[src/rtl/timer_countdown_bcd_if.sv]
// Control and display bundle for timer_countdown_bcd.
// TIMER_COUNT_UP_EN adds the i_count_up direction select.
interface timer_countdown_bcd_if;
    logic       i_load;
    logic       i_start;
    logic       i_stop;
    logic [3:0] i_load_min_tens;
    logic [3:0] i_load_min_ones;
    logic [3:0] i_load_sec_tens;
    logic [3:0] i_load_sec_ones;
`ifdef TIMER_COUNT_UP_EN
    logic       i_count_up;
`endif
    logic [3:0] o_min_tens;
    logic [3:0] o_min_ones;
    logic [3:0] o_sec_tens;
    logic [3:0] o_sec_ones;
    logic       o_running;
    logic       o_done;

    modport slave (
        input  i_load, i_start, i_stop,
        input  i_load_min_tens, i_load_min_ones, i_load_sec_tens, i_load_sec_ones,
`ifdef TIMER_COUNT_UP_EN
        input  i_count_up,
`endif
        output o_min_tens, o_min_ones, o_sec_tens, o_sec_ones, o_running, o_done
    );

    modport master (
        output i_load, i_start, i_stop,
        output i_load_min_tens, i_load_min_ones, i_load_sec_tens, i_load_sec_ones,
`ifdef TIMER_COUNT_UP_EN
        output i_count_up,
`endif
        input  o_min_tens, o_min_ones, o_sec_tens, o_sec_ones, o_running, o_done
    );
endinterface

[src/rtl/timer_countdown_bcd.sv]
// MM:SS BCD countdown driven by rising edges of a divided clock sampled as data.
// Optional macro TIMER_COUNT_UP_EN enables counting up to 99:59.
module timer_countdown_bcd #(
    parameter int TICKS_PER_SEC = 1
) (
    input  logic                   i_clk,
    input  logic                   i_reset,
    input  logic                   i_tick_clk,
    timer_countdown_bcd_if.slave   bus
);
    typedef enum logic [1:0] {S_IDLE, S_RUN, S_PAUSE, S_DONE} state_t;

    state_t     r_state, w_state_nxt;
    logic       r_prev;
    logic [7:0] r_pre, w_pre_nxt;
    logic [3:0] r_mt, r_mo, r_st, r_so;
    logic [3:0] w_mt_nxt, w_mo_nxt, w_st_nxt, w_so_nxt;
    logic [3:0] w_ld_mt, w_ld_mo, w_ld_st, w_ld_so;
    logic [3:0] w_dec_mt, w_dec_mo, w_dec_st, w_dec_so;
    logic       w_tick, w_step, w_nz, w_dec_zero;

    assign w_tick = i_tick_clk & ~r_prev;
    assign w_step = w_tick && (r_pre == 8'(TICKS_PER_SEC - 1));
    assign w_nz   = |{r_mt, r_mo, r_st, r_so};

    assign w_ld_mt = (bus.i_load_min_tens > 4'd9) ? 4'd9 : bus.i_load_min_tens;
    assign w_ld_mo = (bus.i_load_min_ones > 4'd9) ? 4'd9 : bus.i_load_min_ones;
    assign w_ld_st = (bus.i_load_sec_tens > 4'd5) ? 4'd5 : bus.i_load_sec_tens;
    assign w_ld_so = (bus.i_load_sec_ones > 4'd9) ? 4'd9 : bus.i_load_sec_ones;

    // Borrow chain; only used while RUN, where the value is never 00:00.
    always_comb begin
        w_dec_mt = r_mt;
        w_dec_mo = r_mo;
        w_dec_st = r_st;
        w_dec_so = r_so - 4'd1;
        if (r_so == 4'd0) begin
            w_dec_so = 4'd9;
            w_dec_st = r_st - 4'd1;
            if (r_st == 4'd0) begin
                w_dec_st = 4'd5;
                w_dec_mo = r_mo - 4'd1;
                if (r_mo == 4'd0) begin
                    w_dec_mo = 4'd9;
                    w_dec_mt = r_mt - 4'd1;
                end
            end
        end
    end
    assign w_dec_zero = ~|{w_dec_mt, w_dec_mo, w_dec_st, w_dec_so};

`ifdef TIMER_COUNT_UP_EN
    logic       r_up, w_up_nxt;
    logic [3:0] w_inc_mt, w_inc_mo, w_inc_st, w_inc_so;
    logic       w_max, w_inc_max;

    assign w_max = ({r_mt, r_mo, r_st, r_so} == 16'h9959);

    always_comb begin
        w_inc_mt = r_mt;
        w_inc_mo = r_mo;
        w_inc_st = r_st;
        w_inc_so = r_so + 4'd1;
        if (r_so == 4'd9) begin
            w_inc_so = 4'd0;
            w_inc_st = r_st + 4'd1;
            if (r_st == 4'd5) begin
                w_inc_st = 4'd0;
                w_inc_mo = r_mo + 4'd1;
                if (r_mo == 4'd9) begin
                    w_inc_mo = 4'd0;
                    w_inc_mt = r_mt + 4'd1;
                end
            end
        end
    end
    assign w_inc_max = ({w_inc_mt, w_inc_mo, w_inc_st, w_inc_so} == 16'h9959);
`endif

    always_comb begin
        w_state_nxt = r_state;
        w_pre_nxt   = r_pre;
        w_mt_nxt    = r_mt;
        w_mo_nxt    = r_mo;
        w_st_nxt    = r_st;
        w_so_nxt    = r_so;
`ifdef TIMER_COUNT_UP_EN
        w_up_nxt    = r_up;
`endif
        if (bus.i_load) begin
            {w_mt_nxt, w_mo_nxt, w_st_nxt, w_so_nxt} = {w_ld_mt, w_ld_mo, w_ld_st, w_ld_so};
            w_state_nxt = S_IDLE;
            w_pre_nxt   = 8'd0;
        end else if (bus.i_stop) begin
            if (r_state == S_RUN) w_state_nxt = S_PAUSE;
        end else if (bus.i_start) begin
            if (r_state == S_PAUSE) w_state_nxt = S_RUN;
`ifdef TIMER_COUNT_UP_EN
            else if (r_state == S_IDLE && (bus.i_count_up ? !w_max : w_nz)) begin
                w_state_nxt = S_RUN;
                w_up_nxt    = bus.i_count_up;
            end
`else
            else if (r_state == S_IDLE && w_nz) w_state_nxt = S_RUN;
`endif
        end else if (r_state == S_RUN && w_tick) begin
            if (w_step) begin
                w_pre_nxt = 8'd0;
`ifdef TIMER_COUNT_UP_EN
                if (r_up) begin
                    {w_mt_nxt, w_mo_nxt, w_st_nxt, w_so_nxt} = {w_inc_mt, w_inc_mo, w_inc_st, w_inc_so};
                    if (w_inc_max) w_state_nxt = S_DONE;
                end else
`endif
                begin
                    {w_mt_nxt, w_mo_nxt, w_st_nxt, w_so_nxt} = {w_dec_mt, w_dec_mo, w_dec_st, w_dec_so};
                    if (w_dec_zero) w_state_nxt = S_DONE;
                end
            end else begin
                w_pre_nxt = r_pre + 8'd1;
            end
        end
    end

    always_ff @(posedge i_clk) begin
        if (i_reset) begin
            r_state <= S_IDLE;
            r_prev  <= 1'b0;
            r_pre   <= 8'd0;
            r_mt    <= 4'd0;
            r_mo    <= 4'd0;
            r_st    <= 4'd0;
            r_so    <= 4'd0;
`ifdef TIMER_COUNT_UP_EN
            r_up    <= 1'b0;
`endif
        end else begin
            r_state <= w_state_nxt;
            r_prev  <= i_tick_clk;
            r_pre   <= w_pre_nxt;
            r_mt    <= w_mt_nxt;
            r_mo    <= w_mo_nxt;
            r_st    <= w_st_nxt;
            r_so    <= w_so_nxt;
`ifdef TIMER_COUNT_UP_EN
            r_up    <= w_up_nxt;
`endif
        end
    end

    assign bus.o_min_tens = r_mt;
    assign bus.o_min_ones = r_mo;
    assign bus.o_sec_tens = r_st;
    assign bus.o_sec_ones = r_so;
    assign bus.o_running  = (r_state == S_RUN);
    assign bus.o_done     = (r_state == S_DONE);
endmodule

[src/flat_wrapper.sv]
// flat-port wrapper written by rule: the top's interface ports become plain ports
module timer_countdown_bcd_flat 
#(
    parameter int TICKS_PER_SEC = 1
)
  (i_clk, i_reset, i_tick_clk, bus_i_load, bus_i_start, bus_i_stop, bus_i_load_min_tens, bus_i_load_min_ones, bus_i_load_sec_tens, bus_i_load_sec_ones, bus_o_min_tens, bus_o_min_ones, bus_o_sec_tens, bus_o_sec_ones, bus_o_running, bus_o_done);
  timer_countdown_bcd_if bus_i ();
  input  logic i_clk;
  input  logic i_reset;
  input  logic i_tick_clk;
  input wire logic [$bits(bus_i.i_load)-1:0] bus_i_load;
  input wire logic [$bits(bus_i.i_start)-1:0] bus_i_start;
  input wire logic [$bits(bus_i.i_stop)-1:0] bus_i_stop;
  input wire logic [$bits(bus_i.i_load_min_tens)-1:0] bus_i_load_min_tens;
  input wire logic [$bits(bus_i.i_load_min_ones)-1:0] bus_i_load_min_ones;
  input wire logic [$bits(bus_i.i_load_sec_tens)-1:0] bus_i_load_sec_tens;
  input wire logic [$bits(bus_i.i_load_sec_ones)-1:0] bus_i_load_sec_ones;
  output wire logic [$bits(bus_i.o_min_tens)-1:0] bus_o_min_tens;
  output wire logic [$bits(bus_i.o_min_ones)-1:0] bus_o_min_ones;
  output wire logic [$bits(bus_i.o_sec_tens)-1:0] bus_o_sec_tens;
  output wire logic [$bits(bus_i.o_sec_ones)-1:0] bus_o_sec_ones;
  output wire logic [$bits(bus_i.o_running)-1:0] bus_o_running;
  output wire logic [$bits(bus_i.o_done)-1:0] bus_o_done;
  assign bus_i.i_load = bus_i_load;
  assign bus_i.i_start = bus_i_start;
  assign bus_i.i_stop = bus_i_stop;
  assign bus_i.i_load_min_tens = bus_i_load_min_tens;
  assign bus_i.i_load_min_ones = bus_i_load_min_ones;
  assign bus_i.i_load_sec_tens = bus_i_load_sec_tens;
  assign bus_i.i_load_sec_ones = bus_i_load_sec_ones;
  assign bus_o_min_tens = bus_i.o_min_tens;
  assign bus_o_min_ones = bus_i.o_min_ones;
  assign bus_o_sec_tens = bus_i.o_sec_tens;
  assign bus_o_sec_ones = bus_i.o_sec_ones;
  assign bus_o_running = bus_i.o_running;
  assign bus_o_done = bus_i.o_done;
  timer_countdown_bcd #(.TICKS_PER_SEC(TICKS_PER_SEC)) u_core (.i_clk(i_clk), .i_reset(i_reset), .i_tick_clk(i_tick_clk), .bus(bus_i));
endmodule
[config.mk]
export PLATFORM = sky130hd
export DESIGN_NAME = timer_countdown_bcd_flat
export DESIGN_NICKNAME = d
export VERILOG_FILES = /design/src/rtl/timer_countdown_bcd_if.sv /design/src/rtl/timer_countdown_bcd.sv /design/src/flat_wrapper.sv
export SDC_FILE = /design/constraint.sdc
export NUM_CORES = 1
export LEC_CHECK = 0
export CAP_MARGIN = 20
export CORE_MARGIN = 5
export CORE_UTILIZATION = 29
export CTS_CLUSTER_SIZE = 8
export DETAILED_ROUTE_END_ITERATION = 6
export GPL_TIMING_DRIVEN = 1
export PLACE_DENSITY = 0.58
export SYNTH_ARGS = -nofsm -noshare
export SYNTH_HDL_FRONTEND = slang
export SYNTH_SLANG_ARGS = --single-unit
[constraint.sdc]
create_clock -name i_clk -period 4 [get_ports i_clk]
set_input_delay 0.8 -clock i_clk [delete_from_list [all_inputs] [get_ports i_clk]]
set_output_delay 0.8 -clock i_clk [all_outputs]
set_load 0.01 [all_outputs]
# --- Word-level counts from Yosys, hierarchy flattened ---
# Cells that the tools add are included.
totals:
  reg_bits: 27
  inputBits: 22
  elab_cells: 88
classes:
  add_sub_neg: 5
  order_cmp: 4
  n_eq_ne: 8
  n_mux: 42
  bitwise: 4
  n_reduce_logical: 18
op_table:
  columns: ["operator", "n"]
  rows:
  - ["$mux W4", 33]
  - ["$reduce_or A16 Y1", 2]
  - ["$mux W2", 8]
  - ["$sub A4 B1 Y4 const B", 4]
  - ["$gt A4 B4 Y1 const B", 3]
  - ["$logic_not A4 Y1", 3]
  - ["$add A8 B1 Y8 const B", 1]
  - ["$logic_not A8 Y1", 1]
  - ["$mux W8", 1]
  - ["$reduce_bool A3 Y1", 2]
  - ["$reduce_and A5 Y1", 1]
  - ["$eq A2 B2 Y1 const B", 2]
  - ["$gt A4 B3 Y1 const B", 1]
  - ["$ne A2 B2 Y1 const B", 2]
  - ["$ne A4 B1 Y1 const B", 1]
  - ["$reduce_and A4 Y1", 1]
  - ["$reduce_bool A2 Y1", 2]
  - ["$logic_and A1 B1 Y1", 3]
  - ["$ne A3 B3 Y1 const B", 1]
  - ["$not A1 Y1", 3]
  - ["$reduce_and A3 Y1", 1]
  - ["$eq A2 B1 Y1 const B", 1]
  - ["$logic_not A2 Y1", 1]
  - ["$ne A2 B1 Y1 const B", 1]
  - ["2 further kinds", 2]

# --- Logic depth before layout (Yosys ltp) ---
depth:
  depth_word: 10
  depth_mapped: 8

# --- Worst setup path after synthesis ---
# Ideal clock, no wire load.
synth_path:
  path_type: "input -> register"
  start: "input i_tick_clk"
  end: "register u_core.r_pre[5]"
  setup_ns: 0.071
  t_arrival_ns: 1.852
  required_time_ns: 3.929
  slack_ns: 2.077
  stages: 5
  path_cell_list: "nand4bb_1 -> nor3_2 -> nand2_1 -> or3_1 -> a21oi_1"
synth_via:
  elab_chain_cells: 3
  word_cells_on_any_way: 5
synth_rtl:
  columns: ["element", "line_no", "source"]
  rows:
  - ["start, declared", "flat_wrapper.sv:10", "input logic i_tick_clk;"]
  - ["$and A1 B1 Y1 *", "timer_countdown_bcd.sv:22", "assign w_tick = i_tick_clk & ~r_prev;"]
  - ["$logic_and A1 B1 Y1 (on tied branches)", "timer_countdown_bcd.sv:106, timer_countdown_bcd.sv:23", null]
  - ["$reduce_and A3 Y1 (no source line) / $mux W8 (equally long branches)", null, null]
  - ["end signal, assigned", "timer_countdown_bcd.sv:140", "r_pre <= w_pre_nxt;"]
  - ["end, declared", "timer_countdown_bcd.sv:15", "logic [7:0] r_pre, w_pre_nxt;"]
# Every way passes the cells marked *; elsewhere a longest branch is shown, timed or not.
# A chain may end at the register's enable or synchronous reset.

# --- Worst setup path in the final report ---
layout_path:
  start: "input bus_i_stop"
  end: "register u_core.r_mo[3], in the netlist u_core.bus.o_min_ones[3]"
layout_via:
  elab_chain_cells: 2
layout_rtl:
  columns: ["element", "line_no", "source"]
  rows:
  - ["start, declared", "flat_wrapper.sv:13", "input wire logic [$bits(bus_i.i_stop)-1:0] bus_i_stop;"]
  - ["$ne A2 B2 Y1 (no source line)", null, null]
  - ["$reduce_and A4 Y1 (no source line)", null, null]
  - ["end signal, assigned", "timer_countdown_bcd.sv:142", "r_mo <= w_mo_nxt;"]
  - ["end, declared", "timer_countdown_bcd.sv:16", "logic [3:0] r_mt, r_mo, r_st, r_so;"]
# No other way between the ends.

==> out/qor.csv <==
stage;metric;value;unit
cells_and_area;Fillers;574;
synthesis;EDFF count, synth;0;
floorplan;num rows;27;
drt;Initial DRT Pass Iterations;4;
cells_and_area;Syn-to-layout area delta;30.34;%
synthesis;mean post-synth cell area;8.462;sq um
cts;Num CTS Buffers;3;
cts;postcts setup bufs;0;
setup_path;critical path class;in -> reg;
pwr;Sw Ratio;28.84;%
grt;GRT overflow;0;
timing;Tmin final;2.359;ns
drt;1st-iter DRT viols;45;
drt;Via-to-Cell Ratio;4.964;
synthesis;sequential-to-total area share from yosys stat;32.93;%
drt;final WL;4.175;mm
pwr;PwrDens;272.1;nW/um^2
placed_design;Placed Cells;298;
synthesis;syn_nets;220;
placed_design;Post-Place Setup Slack;1.331;ns
setup_path;Critical path origin;bus_i_stop;
pwr;Power, Total;0.5821;mW
timing;Final TNS setup;0;ns
floorplan;total core area;5507;sq um
floorplan;die area;7265;sq um
setup_path;reg2reg start;u_core.r_pre[0];
cts;H-tree levels;1;
grt;Most Crowded Layer GR;met2;
placed_design;DP HPWL;3.121;mm
synthesis;Post-synth ARST share;0;%
cts;clk sink count;27;
setup_path;Startpoint Class;primary input;
cells_and_area;Layout Cells excl Fill;302;
pwr;leak pwr;0.7843;nW
cts;clk_lat worst skew;0.28;ns
cells_and_area;Nets;257;
synthesis;Gate Count Post-Synth;194;
timing;Clock Skew;0.005988;ns
pwr;clock power share;28.6;%
drt;# DRC;0;
placed_design;Port Buf Inserts;39;
floorplan;Initial Utilization;29.81;%
setup_path;slowest CP cell;clkdlybuf4s50_1;
setup_path;critical path data arrival time;2.54;ns
synthesis;Post-Syn Area;1642;sq um
drt;wire length per cell;13.82;microns
grt;GR Layer Usage met1;15.51;%
setup_path;critical-path cell list;clkdlybuf4s50_1 -> nor2_1 -> nand4_4 -> nor4_2 -> xor2_1 -> o21a_1;
synthesis;Yosys Warn Count;0;
floorplan;Chip Height;85.24;microns
synthesis;count of cell types in the netlist;48;
setup_path;max incr delay on CP;0.53;ns
timing;Fin. Hold Viols;0;
cts;Clock Root Buffer;clkbuf_8;
cells_and_area;fraction of layout cells with a size suffix above 1;8.696;%
timing;final hold slack;0.5160;ns
setup_path;crit end category;register;
cells_and_area;Diodes inserted;0;
grt;initial antenna violation count;0;
worst_hold_path;Hold Startpoint;u_core.r_pre[5];
grt;M2 GR Usage;19.42;%
timing;worst relative slew slack;56.48;%
pwr;register share of total power;51.0;%
synthesis;Yosys reg bits;27;
timing;worst setup margin;1.641;ns
timing;Slew @ Worst Pin;0.6507;ns
setup_path;r2r setup slk;2.11;ns
run_status;status;completed;
cts;post_cts resized;0;
floorplan;num ports;40;
grt;largest net degree at the start of global routing;28;
cts;CTS tree;done;
job;Max-Cap Viols;0;
synthesis;Synth Flop Type;dfxtp_1;
setup_path;Worst EP required;4.18;ns
pwr;Internal Power;0.4142;mW
pwr;sw power;0.1679;mW
pwr;combinational power share;20.4;%
setup_path;CP max FO;17;
grt;met3 Usage GRT;2.039;%
timing;RSZ-0062 raised after global routing;false;
pwr;Max IR drop VDD;116.3;uV
cts;Max clock buf depth;2;
cts;# hold bufs at CTS;0;
drt;ANT nets after route;0;
grt;All-Layer GR Usage;11.90;%
timing;Final Max Tran Viols;0;
timing;Max Clk Rate;423.9;MHz
cts;Clock transition at path regs;0.10;ns
drt;vias;1499;
worst_hold_path;Worst Hold Class;reg -> reg;
timing;Final setup viols;0;
floorplan;die width;85.24;microns
placed_design;GPL Wtd Cong;0.7568;
grt;vias in the first global route;1485;
grt;first-pass GRT wire length;7.093;mm
timing;period utilisation layout;58.97;%
[metal layers]
layer,routed length [microns],vias up
met5,0,-
met4,68,0
met3,166,4
met2,1863,34
met1,2076,689
li1,-,772
[cells in the mapped netlist, drive strengths merged, types with 2 or more instances]
master	n	share of area, %
a211oi	2	0.91
a21oi	9	2.7
a31oi	2	0.76
and2	2	0.76
and3	2	0.76
buf	2	0.99
clkbuf	6	1.4
dfxtp	27	33
ha	4	3.0
inv	11	2.5
mux2i	3	1.8
nand2	12	2.7
nand4	6	3.2
nand4bb	2	1.4
nor2	23	5.6
nor2b	5	1.9
nor3	13	5.5
nor4	8	4.2
nor4b	3	2.5
o21a	6	2.7
o21ai	9	2.7
o22ai	2	0.76
or2	2	0.76
or3	4	1.5
xnor2	5	2.7
xor2	10	5.3
[final timing paths]
path                         endpoint  cells past startpoint
min reg2reg           u_core.r_pre[5]                      2
min                   u_core.r_pre[5]                      2
max reg2reg  u_core.bus.o_min_ones[3]                      7
max          u_core.bus.o_min_ones[3]                      6
[cells in the final DEF (no fill, tap or decap), types with 4 or more instances in the layout]
cell	synthesis	final
dfxtp_1	27	27
ha_1	4	4
nand4_1	5	5
clkdlybuf4s50_1	0	39
xor2_1	10	10
nor2_1	21	21
nor3_1	8	8
a21oi_1	9	9
o21a_1	6	6
inv_1	11	11
xnor2_1	5	5
nor3_2	5	5
nor2b_1	5	5
nor4_1	5	5
nand2_1	12	12
or3_1	4	4
o21ai_0	6	6
[cell type report]
class | count | area [sq um] | area share, %
Sequential cell | 27 | 540.5 | 25.26
Inverter | 11 | 41.29 | 1.930
Tap cell | 72 | 90.09 | 4.211
Clock inverter | 1 | 7.507 | 0.3509
Clock buffer | 3 | 41.29 | 1.930
Multi-Input combinational cell | 148 | 1021 | 47.72
Timing Repair Buffer | 40 | 397.9 | 18.60
[power groups by stage]
| stage | combinational (mW) | sequential (mW) | clock, mW |
|---|---|---|---|
| floorplan | 0.0632 | 0.301 | 0 |
| global placement | 0.119 | 0.303 | 0 |
| detailed placement | 0.119 | 0.303 | 0 |
| CTS | 0.120 | 0.297 | 0.173 |
| global route | 0.130 | 0.300 | 0.181 |
| finish | 0.119 | 0.297 | 0.166 |
[cells by family (layout without fill, tap and decap cells)]
kind of cell	after synthesis	count (layout)	synth area share, %
buffers and inverters	19	55	4.878
flip-flops	27	27	32.93
XOR/XNOR	15	15	8.003
adder cells (fa/ha/maj)	4	4	3.049
multiplexers	3	3	1.829
AO/OA/AOI/OAI	38	38	15.40
AND/OR/NAND/NOR	88	88	33.92
[flip-flops by register name, indices dropped and copies added (netlist names)]
name and flops:
u_core.r_prev 1, u_core.bus.o_min_tens 4, u_core.bus.o_sec_ones 4, u_core.r_state 2, u_core.bus.o_sec_tens 4, u_core.r_pre 8, u_core.bus.o_min_ones 4
[critical path, delay by kind of cell]
family | cells | cell delay (ns)
simple gates | 3 | 0.93
buf+inv | 1 | 0.53
compound gates | 1 | 0.17
xor+xnor | 1 | 0.11
[metrics by stage]
step / utilization, % / area [sq um]
floorplan: - / 1642
global placement: 37.97 / 2091
detailed placement: 37.97 / 2091
CTS: 38.85 / 2140
global route: 38.85 / 2140
finish: 38.85 / 2140
Power figures use the tool's default switching activity.
